<file path="config.mk">
export PLATFORM = sky130hd
export DESIGN_NAME = sram_async_ctrl
export DESIGN_NICKNAME = d
export VERILOG_FILES = /design/src/rtl/sram_async_ctrl.sv
export SDC_FILE = /design/constraint.sdc
export NUM_CORES = 1
export LEC_CHECK = 0
export CORE_MARGIN = 8
export CORE_UTILIZATION = 41
export CTS_BUF_LIST = sky130_fd_sc_hd__clkbuf_2
export DETAILED_ROUTE_END_ITERATION = 16
export PLACE_DENSITY = 0.72
export SYNTH_ARGS = -nofsm -noshare
export SYNTH_HDL_FRONTEND = slang
export SYNTH_SLANG_ARGS = --single-unit
export TNS_END_PERCENT = 10
</file>
<file path="constraint.sdc">
create_clock -name clk_i -period 2.3 [get_ports clk_i]
set_input_delay 0.46 -clock clk_i [delete_from_list [all_inputs] [get_ports clk_i]]
set_output_delay 0.46 -clock clk_i [all_outputs]
set_load 0.02 [all_outputs]
</file>
<file path="src/rtl/sram_async_ctrl.sv">
// rtl/sram_async_ctrl.sv - asynchronous SRAM controller, bus word split into big-endian SRAM beats
module sram_async_ctrl #(
  parameter int BUS_W   = 32,
  parameter int DQ_W    = 16,
  parameter int SRAM_AW = 18,
  parameter int RD_WAIT = 2,
  parameter int WR_WAIT = 1,
  localparam int BEATS  = BUS_W / DQ_W,
  localparam int BW     = $clog2(BEATS),
  localparam int AW     = SRAM_AW - BW,
  localparam int SW     = BUS_W / 8
) (
  input  logic               clk_i,
  input  logic               rst_i,
  input  logic               req_i,
  input  logic               we_i,
  input  logic [AW-1:0]      addr_i,
  input  logic [BUS_W-1:0]   wdata_i,
  input  logic [SW-1:0]      sel_i,
  output logic               ack_o,
  output logic [BUS_W-1:0]   rdata_o,
  output logic               busy_o,
  output logic [SRAM_AW-1:0] sram_a_o,
  output logic [DQ_W-1:0]    sram_dq_o,
  input  logic [DQ_W-1:0]    sram_dq_i,
  output logic               sram_dq_oe,
  output logic               sram_ce_n,
  output logic               sram_oe_n,
  output logic               sram_we_n,
  output logic               sram_lb_n,
  output logic               sram_ub_n
);

  // Beat counter keeps at least one bit so a single-beat build still elaborates.
  localparam int BI = (BW > 0) ? BW : 1;

  typedef enum logic [2:0] {
    S_IDLE,
    S_SETUP,
    S_ACCESS,
    S_RECOVER,
    S_DONE
  } state_t;

  state_t state, state_nx;
  logic [BI-1:0] beat, beat_nx;
  logic [7:0]    cnt, cnt_nx;

  logic               we_q;
  logic [AW-1:0]      addr_q;
  logic [BUS_W-1:0]   wdata_q;
  logic [SW-1:0]      sel_q;
  logic [BUS_W-1:0]   rbuf;

  logic               accept;
  logic [7:0]         wait_last;
  logic [31:0]        shamt;
  logic [DQ_W-1:0]    wslice;
  logic [1:0]         lane_sel;
  logic [1:0]         lanes_on;
  logic               wr_active;
  logic [SRAM_AW-1:0] a_beat;
  logic [BUS_W-1:0]   slice_mask;

  logic [SRAM_AW-1:0] a_nx;
  logic [DQ_W-1:0]    dq_nx;
  logic               ce_nx, oe_nx, we_nx, lb_nx, ub_nx, dq_oe_nx, ack_nx;

  // The cycle carrying ack_o is not an accept slot, so a held req is not taken twice.
  assign accept     = (state == S_IDLE) && req_i && !ack_o;
  assign wait_last  = we_q ? 8'(WR_WAIT - 1) : 8'(RD_WAIT - 1);
  // Beat 0 is the most-significant slice.
  assign shamt      = 32'((BEATS - 1 - int'(beat)) * DQ_W);
  assign wslice     = DQ_W'(wdata_q >> shamt);
  assign lane_sel   = 2'(sel_q >> (shamt / 8));
  assign lanes_on   = we_q ? lane_sel : 2'b11;
  assign wr_active  = we_q && (|lane_sel);
  assign slice_mask = BUS_W'({DQ_W{1'b1}}) << shamt;

  if (BW == 0) begin : g_single
    assign a_beat = addr_q;
  end else begin : g_multi
    assign a_beat = {addr_q, beat};
  end

  // Next-state sequencing: SETUP, ACCESS x wait, RECOVER per beat, then DONE.
  always_comb begin
    state_nx = state;
    beat_nx  = beat;
    cnt_nx   = cnt;
    case (state)
      S_IDLE: begin
        if (accept) begin
          state_nx = S_SETUP;
          beat_nx  = '0;
        end
      end
      S_SETUP: begin
        cnt_nx   = '0;
        state_nx = S_ACCESS;
      end
      S_ACCESS: begin
        if (cnt == wait_last) state_nx = S_RECOVER;
        else                  cnt_nx   = cnt + 8'd1;
      end
      S_RECOVER: begin
        if (beat == BI'(BEATS - 1)) begin
          state_nx = S_DONE;
        end else begin
          beat_nx  = beat + 1'b1;
          state_nx = S_SETUP;
        end
      end
      S_DONE:  state_nx = S_IDLE;
      default: state_nx = S_IDLE;
    endcase
  end

  // Pad strobes for the current state; they are registered, so the pins trail the state by one cycle.
  always_comb begin
    a_nx     = sram_a_o;
    dq_nx    = sram_dq_o;
    ce_nx    = 1'b1;
    oe_nx    = 1'b1;
    we_nx    = 1'b1;
    lb_nx    = 1'b1;
    ub_nx    = 1'b1;
    dq_oe_nx = 1'b0;
    ack_nx   = 1'b0;
    case (state)
      S_SETUP: begin
        a_nx  = a_beat;
        ce_nx = 1'b0;
        lb_nx = ~lanes_on[0];
        ub_nx = ~lanes_on[1];
      end
      S_ACCESS: begin
        a_nx  = a_beat;
        ce_nx = 1'b0;
        lb_nx = ~lanes_on[0];
        ub_nx = ~lanes_on[1];
        if (!we_q) begin
          oe_nx = 1'b0;
        end else if (wr_active) begin
          we_nx    = 1'b0;
          dq_oe_nx = 1'b1;
          dq_nx    = wslice;
        end
      end
      S_RECOVER: begin
        a_nx     = a_beat;
        ce_nx    = 1'b0;
        lb_nx    = ~lanes_on[0];
        ub_nx    = ~lanes_on[1];
        dq_oe_nx = wr_active;
      end
      S_DONE:  ack_nx = 1'b1;
      default: ;
    endcase
  end

  // State, request latch, read capture and registered pad outputs.
  always_ff @(posedge clk_i) begin
    if (rst_i) begin
      state      <= S_IDLE;
      beat       <= '0;
      cnt        <= '0;
      we_q       <= 1'b0;
      addr_q     <= '0;
      wdata_q    <= '0;
      sel_q      <= '0;
      rbuf       <= '0;
      rdata_o    <= '0;
      ack_o      <= 1'b0;
      busy_o     <= 1'b0;
      sram_a_o   <= '0;
      sram_dq_o  <= '0;
      sram_dq_oe <= 1'b0;
      sram_ce_n  <= 1'b1;
      sram_oe_n  <= 1'b1;
      sram_we_n  <= 1'b1;
      sram_lb_n  <= 1'b1;
      sram_ub_n  <= 1'b1;
    end else begin
      state      <= state_nx;
      beat       <= beat_nx;
      cnt        <= cnt_nx;
      ack_o      <= ack_nx;
      busy_o     <= (state != S_IDLE);
      sram_a_o   <= a_nx;
      sram_dq_o  <= dq_nx;
      sram_dq_oe <= dq_oe_nx;
      sram_ce_n  <= ce_nx;
      sram_oe_n  <= oe_nx;
      sram_we_n  <= we_nx;
      sram_lb_n  <= lb_nx;
      sram_ub_n  <= ub_nx;
      if (accept) begin
        we_q    <= we_i;
        addr_q  <= addr_i;
        wdata_q <= wdata_i;
        sel_q   <= sel_i;
      end
      // The edge leaving RECOVER closes the last pin-level ACCESS cycle of the beat.
      if (state == S_RECOVER && !we_q)
        rbuf <= (rbuf & ~slice_mask) | (BUS_W'(sram_dq_i) << shamt);
      if (state == S_DONE && !we_q)
        rdata_o <= rbuf;
    end
  end

endmodule
</file>
[After elaboration in Yosys (flattened, before gate mapping)]
Index checks and enable logic that the tools add are counted.
Operators by class
  $add $sub $neg: 3
  multipliers: 0
  div/mod/pow operators: 0
  order comparisons: 0
  equality and inequality tests: 8
  shift-type cells: 4
  mux-type cells: 18
  bitwise operators: 8
  reductions and logical operators: 20
Operators with widths (number)
  AND 32 bit: 1
  inverter 32 bit: 1
  OR 32 bit: 1
  left shift 16 x 32 -> 32 bit: 1
  left shift 16 x 32 -> 32 bit (first input constant): 1
  right shift 32 x 32 -> 16 bit: 1
  right shift 4 x 29 -> 2 bit: 1
  one-hot mux 8 bit (2 select lines): 1
  one-hot mux 3 bit (4 select lines): 1
  two-way mux 1 bit: 9
  two-way mux 3 bit: 3
  adder 8 x 1 -> 8 bit (second input constant): 1
  == test 8 x 1 -> 1 bit: 1
  two-way mux 8 bit: 1
  == test 3 x 2 -> 1 bit (second input constant): 2
  inequality test 2 bit (second input constant): 3
  AND reduction 2 bit: 3
  OR reduction 2 bit: 3
  OR reduction 3 bit: 2
  logical AND 1 bit: 5
  inverter 1 bit: 5
  one-hot mux 1 bit (2 select lines): 2
  nonzero test 2 bit: 2
  == test 3 x 1 -> 1 bit (second input constant): 1
  8 further kinds: 9
Word-level totals
  register bits after elaboration: 172
  latch bits: 0
  bits in writable memories: 0
  ROM bits: 0
  output and inout bits: 74
  memories: 0

[Depth between registers and ports, before layout]
Gate-level depths: netlist of the first run.
  depth after elaboration: 7
  mapped depth: 7

[Worst setup path before layout of the first run]
No wires, ideal clock.
  kind: reg2reg
  start: reg beat
  end: reg with a tool-made name
  library setup time: 0.128 ns
  data arrival time: 1.477 ns
  required time: 2.172 ns
  path slack: 0.696 ns
  stages on the path, launching flop included: 8
  path buffers: 3
  clock period less this slack: 1.604 ns
  cell sequence: dfxtp_1 > buf_4 > inv_2 > or4_1 > buf_2 > buf_6 > mux2i_1 > nor2_1
RTL lines
  start: declaration: line 46  | logic [BI-1:0] beat, beat_nx;
  start signal: assignment: line 186  | beat <= beat_nx;

[Worst setup path in the final report of the first run]
  start: reg rdata_o[2]
  end: out rdata_o[2]
RTL lines
  start: declaration: line 21  | output logic [BUS_W-1:0] rdata_o,
  start signal: assignment: line 208  | rdata_o <= rbuf;
No word-level cell between the ends.

==> results of run 1 <==
worst paths after layout:
| path | startpoint | endpoint | cells past startpoint |
|---|---|---|---|
| max | rdata_o[2]$_SDFFE_PP0P_ | rdata_o[2] | 1 |
| min | addr_i[3] | addr_q[3]$_SDFFE_PP0P_ | 3 |
| max reg2reg | state[0]$_SDFFE_PP0P_ | sram_a_o[14]$_SDFFE_PP0N_ | 4 |
| min reg2reg | register | rdata_o[7]$_SDFFE_PP0P_ | 2 |
synthesized netlist by cell type (all sizes together):
cell type and number:
nand2b 8, nor4b 2, nor2b 2, and3 1, o311ai 2, or3 4, a21o 2, nor3 5
buf 26, a21boi 1, or2 2, o32ai 1, nor4 3, nor3b 1, o211ai 2, o2111a 1
a21oi 87, inv 3, or4b 1, nand2 185, or4 3, nor2 57, mux2i 50, a22o 18
or3b 1, o31ai 2, ha 1, a211oi 20, xnor2 1, dfxtp 172, o21ai 5, clkbuf 26
nand4 1, nand3 5, a31oi 2, o22ai 1
through the flow:
step / hold slack (ns) / power, mW / setup WS [ns] / instances
after detailed placement: 0.444 / 3.93 / 0.298 / 1003
after global placement: 0.437 / 3.92 / 0.313 / 1003
final: 0.265 / 5.23 / 0.140 / 1037
after CTS: 0.141 / 5.34 / 0.00193 / 1036
after global routing: 0.154 / 5.53 / 0.000138 / 1037
after floorplan: 0.431 / 3.63 / 0.696 / 704
where the power goes:
part | switching (mW) | total (mW) | internal [mW]
logic | 0.357 | 0.669 | 0.313
clock network | 0.995 | 1.38 | 0.383
registers | 0.0793 | 3.19 | 3.11
cells in the final DEF, fill, tap and decap left out, types with 3 or more instances in the layout:
cell type	synthesis	layout
nand3_1	5	5
dfxtp_1	172	172
a22o_1	18	18
a21oi_1	87	87
dlymetal6s2s_1	0	39
or3_1	4	4
clkinv_1	0	3
clkinvlp_4	0	3
nand2_1	185	185
clkdlybuf4s50_1	0	83
nor3_1	5	4
buf_4	2	17
dlygate4sd2_1	0	23
clkinv_2	0	4
clkbuf_2	0	19
o21ai_0	3	3
nand2b_1	8	7
a211oi_1	20	20
mux2i_1	50	50
nor2_1	56	55
cell type report:
cell class | count | area [um^2]
Clock buffer | 19 | 95.1
Antenna cell | 1 | 2.50
Clock inverter | 13 | 101
Multi-Input combinational cell | 477 | 2630
Sequential cell | 172 | 3440
Timing Repair Buffer | 164 | 1680
Inverter | 3 | 11.3
Tap cell | 188 | 235
Fill cell | 1402 | 6890
logic make-up (layout without fill, tap and decap cells):
group / count (synthesis) / in the layout / synth area share (%)
and+or+nand+nor: 281 / 281 / 19.2
DFF: 172 / 172 / 54.6
AOI/OAI and AO/OA: 144 / 144 / 14.0
buffers and inverters: 55 / 199 / 3.95
muxes: 50 / 50 / 7.94
adders and majority gates: 1 / 1 / 0.198
xor gates and xnor gates: 1 / 1 / 0.139
other: 0 / 1 / 0
metal layers:
metal  wire length, um  vias to the layer above  track usage (%)  part of all wire [%]
met5                 0                        -                0                     0
met4               133                        0             5.49                  0.87
met3               956                        9             5.10                   6.3
met2              7000                      124             24.6                    46
met1              7200                     2322             20.3                    47
li1                  -                     2649                -                     -
what timing repair did:
item                                   4_1_cts  5_1_grt
resized for setup                           23       39
cloned                                       0        0
endpoints found under the hold margin       10        0
setup endpoints to repair                   23       39
hold buffers                                 1        0
==> key figures, run 1 <==
Synth
  – Share of the synthesized area in the top cell type: a little over half
  – Yosys warnings: 0
  – Synth cell types: 46
  – Synth top area cells: dfxtp_1 (55%), nand2_1 (11%), mux2i_1 (7.9%)
  – Post-synthesis register bit count: 172
  – Avg Inst Size Synth: roughly 9 um^2
  – Register area share after synthesis: a little over half
  – Cell taking the most area after synthesis: dfxtp_1
  – Mapped Cells: between 700 and 800
  – Syn nets: a little under 800
  – Synth Cell Area: 6300 um^2

Placed design
  – Post-DP HPWL: around 11000 um
  – Placed Area: ~7900 um^2
  – IO Port Bufs: approximately 150
  – Gp weighted congestion: roughly 0.82

Drt
  – Residual DRC: 0
  – Vias/cell: about 4.9
  – DRT Wirelength: around 15000 um
  – Post-DR wirelength/cell: roughly 15 um
  – Via count: 5104
  – DR pass1 iterations: 5
  – Drt initial violations: 226
  – Detail Route Antenna Nets: 0

Timing
  – Final setup viols: 0
  – Fmax: around 0.46 GHz
  – Setup TNS: 0 ns
  – Clock Skew: 0.0195 ns
  – RSZ-0062 raised after global routing: false
  – Worst-Margin Slew: around 1.2 ns
  – Min Tclk post-route: about 2.2 ns
  – Hold Fails Final Rpt: 0
  – Fin crit share: 93.9%
  – Relative slew slack: 21.7%
  – Pins Over Slew Limit: 0

Finish
  – Design Area, Final: ~8200 um^2
  – Area growth, synth to finish: 30.0%
  – Share of cells above drive strength 1: approximately 7.0%
  – # nets final: about 910
  – Final core occ: 54.3%

Global routing
  – First-pass GRT wire length: approximately 25000 um
  – Overall Global Routing Usage: 15.8%
  – Largest net degree at the start of global routing: between 60 and 70
  – Vias in the first global route: between 4000 and 5000
  – Initial antenna violation count: 1
  – Grt ovf: 0

Floorplan
  – Io pins: 147
  – Horiz. Die Dim: 140 um
  – CORE AREA: ~15000 um^2
  – Initial Utilization: 41.8%
  – Die height: between 100 and 150 um
  – Row cnt: between 40 and 50
  – Die ar.: roughly 20000 um^2

Flow run
  – Max-cap violations: 0

Setup path
  – Family with the most delay on the worst path: buffers and inverters
  – Critical path cell sequence: clkdlybuf4s50_1
  – Reg2reg setup slack: between 0.3 and 0.4 ns
  – Worst endpoint data arrival time: 1.70 ns
  – Crit path launch type: register
  – Setup Crit Path Kind: register to primary output
  – Required @ worst endpoint: between 1.5 and 2 ns
  – Crit path max fanout: 2
  – Slowest CP cell: clkdlybuf4s50_1
  – Nature of the critical path endpoint: primary output
  – Max incr delay on CP: 0.62 ns
  – WP buf/inv: 1

Pwr
  – P per Cell Area: 638 nW/um^2
  – Maximum VDD drop: around 300 uV
  – Leak Pwr: between 3 and 4 nW

Clock tree
  – CTS H-tree lvls: 4
  – Number of setup buffers added after CTS: 0
  – Clock-pin slew on the worst setup and hold paths: 0.23 ns
  – Clk_lat worst skew: a little over 0.7 ns
  – Clock root cell: clkbuf_2
  – CTS tree: done
  – Maximum clock path buffer count: 2
  – Clock tree sinks: around 170
  – Num CTS Buffers: 17

Status
  – Outcome: finished, final reports clean

Worst hold path
  – Worst Hold Class: input pin to register
No activity file was read; power rests on OpenSTA's default activity.
==> inputs of run 2 (changes only) <==
--- a/config.mk
+++ b/config.mk
@@ -5,6 +5,7 @@
 export SDC_FILE = /design/constraint.sdc
 export NUM_CORES = 1
 export LEC_CHECK = 0
+export CAP_MARGIN = 10
 export CORE_MARGIN = 8
 export CORE_UTILIZATION = 41
 export CTS_BUF_LIST = sky130_fd_sc_hd__clkbuf_2
==> key figures, run 2 (synthesis results as in run 1) <==
Clock tree
  – CTS tree: done
  – Clock root cell: clkbuf_2
  – Maximum clock path buffer count: 2 (unchanged)
  – Number of setup buffers added after CTS: 0 (unchanged)
  – Clock-pin slew on the worst setup and hold paths: 0.23 ns (about the same)
  – Clk_lat worst skew: 0.72 ns (about the same)
  – Num CTS Buffers: 17 (unchanged)
  – CTS H-tree lvls: 4 (unchanged)
  – Clock tree sinks: 172 (unchanged)

Drt
  – Vias/cell: 4.94 (+0.33%)
  – Residual DRC: 0 (unchanged)
  – Post-DR wirelength/cell: 14.8 um (+0.63%)
  – Detail Route Antenna Nets: 0 (unchanged)
  – DR pass1 iterations: 5 (unchanged)
  – Via count: 5126 (+0.43%)
  – DRT Wirelength: 15400 um (+0.73%)
  – Drt initial violations: 233 (+3.1%)

Flow run
  – Max-cap violations: 0 (unchanged)

Finish
  – # nets final: 910 (+0.11%)
  – Share of cells above drive strength 1: 7.07% (+0.11 points)
  – Area growth, synth to finish: 30.1% (about the same)
  – Most common cell after layout, fill and taps aside: nand2_1
  – Design Area, Final: 8200 um^2 (about the same)
  – Final Non-Filler Cells: 1038 (+0.096%)
  – Most frequent cells in the layout: nand2_1 (185), dfxtp_1 (172), a21oi_1 (87), clkdlybuf4s50_1 (83), nor2_1 (55)

Timing
  – Pins Over Slew Limit: 0 (unchanged)
  – Final setup viols: 0 (unchanged)
  – Min Tclk post-route: 2.17 ns (+0.00883 ns)
  – Clock Skew: 0.0220 ns (+0.00255 ns)
  – Fmax: 0.461 GHz (-0.41%)
  – Setup TNS: 0 ns (unchanged)
  – Hold Fails Final Rpt: 0 (unchanged)
  – Fin crit share: 94.3% (+0.38 points)
  – Relative slew slack: 54.0% (+32 points)
  – RSZ-0062 raised after global routing: false
  – Worst-Margin Slew: 0.687 ns (-0.483 ns)

Floorplan
  – Horiz. Die Dim: 140 um (unchanged)
  – Die height: 140 um (unchanged)
  – Die ar.: 19600 um^2 (unchanged)
  – Initial Utilization: 41.8% (unchanged)
  – Io pins: 147 (unchanged)
  – CORE AREA: 15100 um^2 (unchanged)
  – Row cnt: 45 (unchanged)

Setup path
  – Required @ worst endpoint: 1.84 ns (about the same)
  – Nature of the critical path endpoint: primary output
  – CP startpoint: sram_dq_o[3]$_SDFFE_PP0P_
  – Reg2reg setup slack: 0.43 ns (+0.07 ns)
  – Critical path cell sequence: clkdlybuf4s50_1
  – Crit path launch type: register
  – Crit path max fanout: 2 (unchanged)
  – Family with the most delay on the worst path: buffers and inverters
  – WP buf/inv: 1 (unchanged)
  – Slowest CP cell: clkdlybuf4s50_1
  – Setup Crit Path Kind: register to primary output
  – Start of the worst register-to-register path: state[0]$_SDFFE_PP0P_
  – Worst endpoint data arrival time: 1.71 ns (about the same)
  – Max incr delay on CP: 0.63 ns (about the same)

Global routing
  – Met1 GRT Util: 20.3% (unchanged)
  – Initial antenna violation count: 1 (unchanged)
  – Largest net degree at the start of global routing: 61 (unchanged)
  – Met3 usage: 5.10% (unchanged)
  – Grt ovf: 0 (unchanged)
  – Vias in the first global route: 4778 (unchanged)
  – Top Usage Layer GRT: met2
  – Met2 Track Usage GR: 24.6% (unchanged)
  – Overall Global Routing Usage: 15.8% (unchanged)
  – First-pass GRT wire length: 25200 um (unchanged)

Placed design
  – Post-DP HPWL: 10500 um (unchanged)
  – Gp weighted congestion: 0.821 (unchanged)
  – Cells after DPL: 1003 (unchanged)
  – Placed Area: 7920 um^2 (unchanged)
  – IO Port Bufs: 146 (unchanged)

Pwr
  – Proportion of power drawn by the clock network: 26.4% (about the same)
  – Leak Pwr: 3.73 nW (+0.13%)
  – P per Cell Area: 639 nW/um^2 (+0.16%)
  – Internal: 3.80 mW (about the same)
  – Comb power frac: 12.9% (about the same)
  – Maximum VDD drop: 298 uV (+0.38%)
  – Switching Fraction: 27.5% (+0.12 points)
  – Seq pwr share: 60.7% (-0.2 points)
  – Switch Pwr: 1.44 mW (+0.71%)

Worst hold path
  – Worst Hold Class: input pin to register
  – Hold_sp: addr_i[3]

Status
  – Outcome: finished, final reports clean
run 2: cell types whose count changed in the layout (fill, tap and decap cells not counted), sizes merged:
cell and delta:
buf +1
run 2: worst register-to-register path, cell delays in order, from the launching register on:
cell and delay [ns]:
dfxtp_1 0.64, nand2_1 0.21, or4_1 0.43, buf_4 0.24
mux2i_1 0.19, nor2_1 0.06
run 2: power by group through the flow:
stage	logic [mW]	clock network, mW	registers [mW]
after global placement	0.675	0	3.24
after global routing	0.745	1.58	3.21
after CTS	0.684	1.47	3.19
final	0.676	1.38	3.19
after detailed placement	0.682	0	3.25
after floorplan	0.381	0	3.25
run 2: what timing repair did:
action | in CTS | in global routing
endpoints found under the hold margin | 10 | 0
hold buffers | 1 | 0
setup endpoints to repair | 23 | 39
gates resized for setup | 23 | 39
run 2: path summary, 6_finish.rpt:
check                           endpoint  cells after the start
hold reg to reg    sel_q[0]$_SDFFE_PP0P_                      2
hold / removal    addr_q[3]$_SDFFE_PP0P_                      3
setup / recovery            sram_dq_o[3]                      1
setup reg to reg                register                      5
run 2: stage by stage:
stage	utilization, %	hold slack, ns	total power [mW]	setup slack [ns]
after floorplan	-	0.431	3.63	0.696
final	54.4	0.256	5.25	0.131
after CTS	53.6	0.141	5.34	0.00193
after global placement	52.5	0.437	3.92	0.313
after global routing	54.4	0.154	5.53	0.000138
after detailed placement	52.5	0.444	3.93	0.298
run 2: final cells by class:
cell class | instances | area, um^2
clock buffer | 19 | 95.1
clock inverter | 13 | 101
sequential | 172 | 3440
tap | 188 | 235
multi-input combinational | 477 | 2630
antenna | 1 | 2.50
fill | 1402 | 6890
inverter | 3 | 11.3
timing repair buffer | 165 | 1690
run 2: layer usage:
layer | share of wire (%) | up-vias
met2 | 46 | 121
met1 | 48 | 2344
li1 | - | 2650
met5 | 0 | -
met4 | 1.1 | 0
met3 | 5.3 | 11
==> inputs of run 3 (changes only) <==
--- a/config.mk
+++ b/config.mk
@@ -10,6 +10,7 @@
 export CORE_UTILIZATION = 41
 export CTS_BUF_LIST = sky130_fd_sc_hd__clkbuf_2
 export DETAILED_ROUTE_END_ITERATION = 16
+export HOLD_SLACK_MARGIN = 0.03
 export PLACE_DENSITY = 0.72
 export SYNTH_ARGS = -nofsm -noshare
 export SYNTH_HDL_FRONTEND = slang
==> results of run 3 <==
No change in the layout: final DEF, timing and power equal those of run 2.
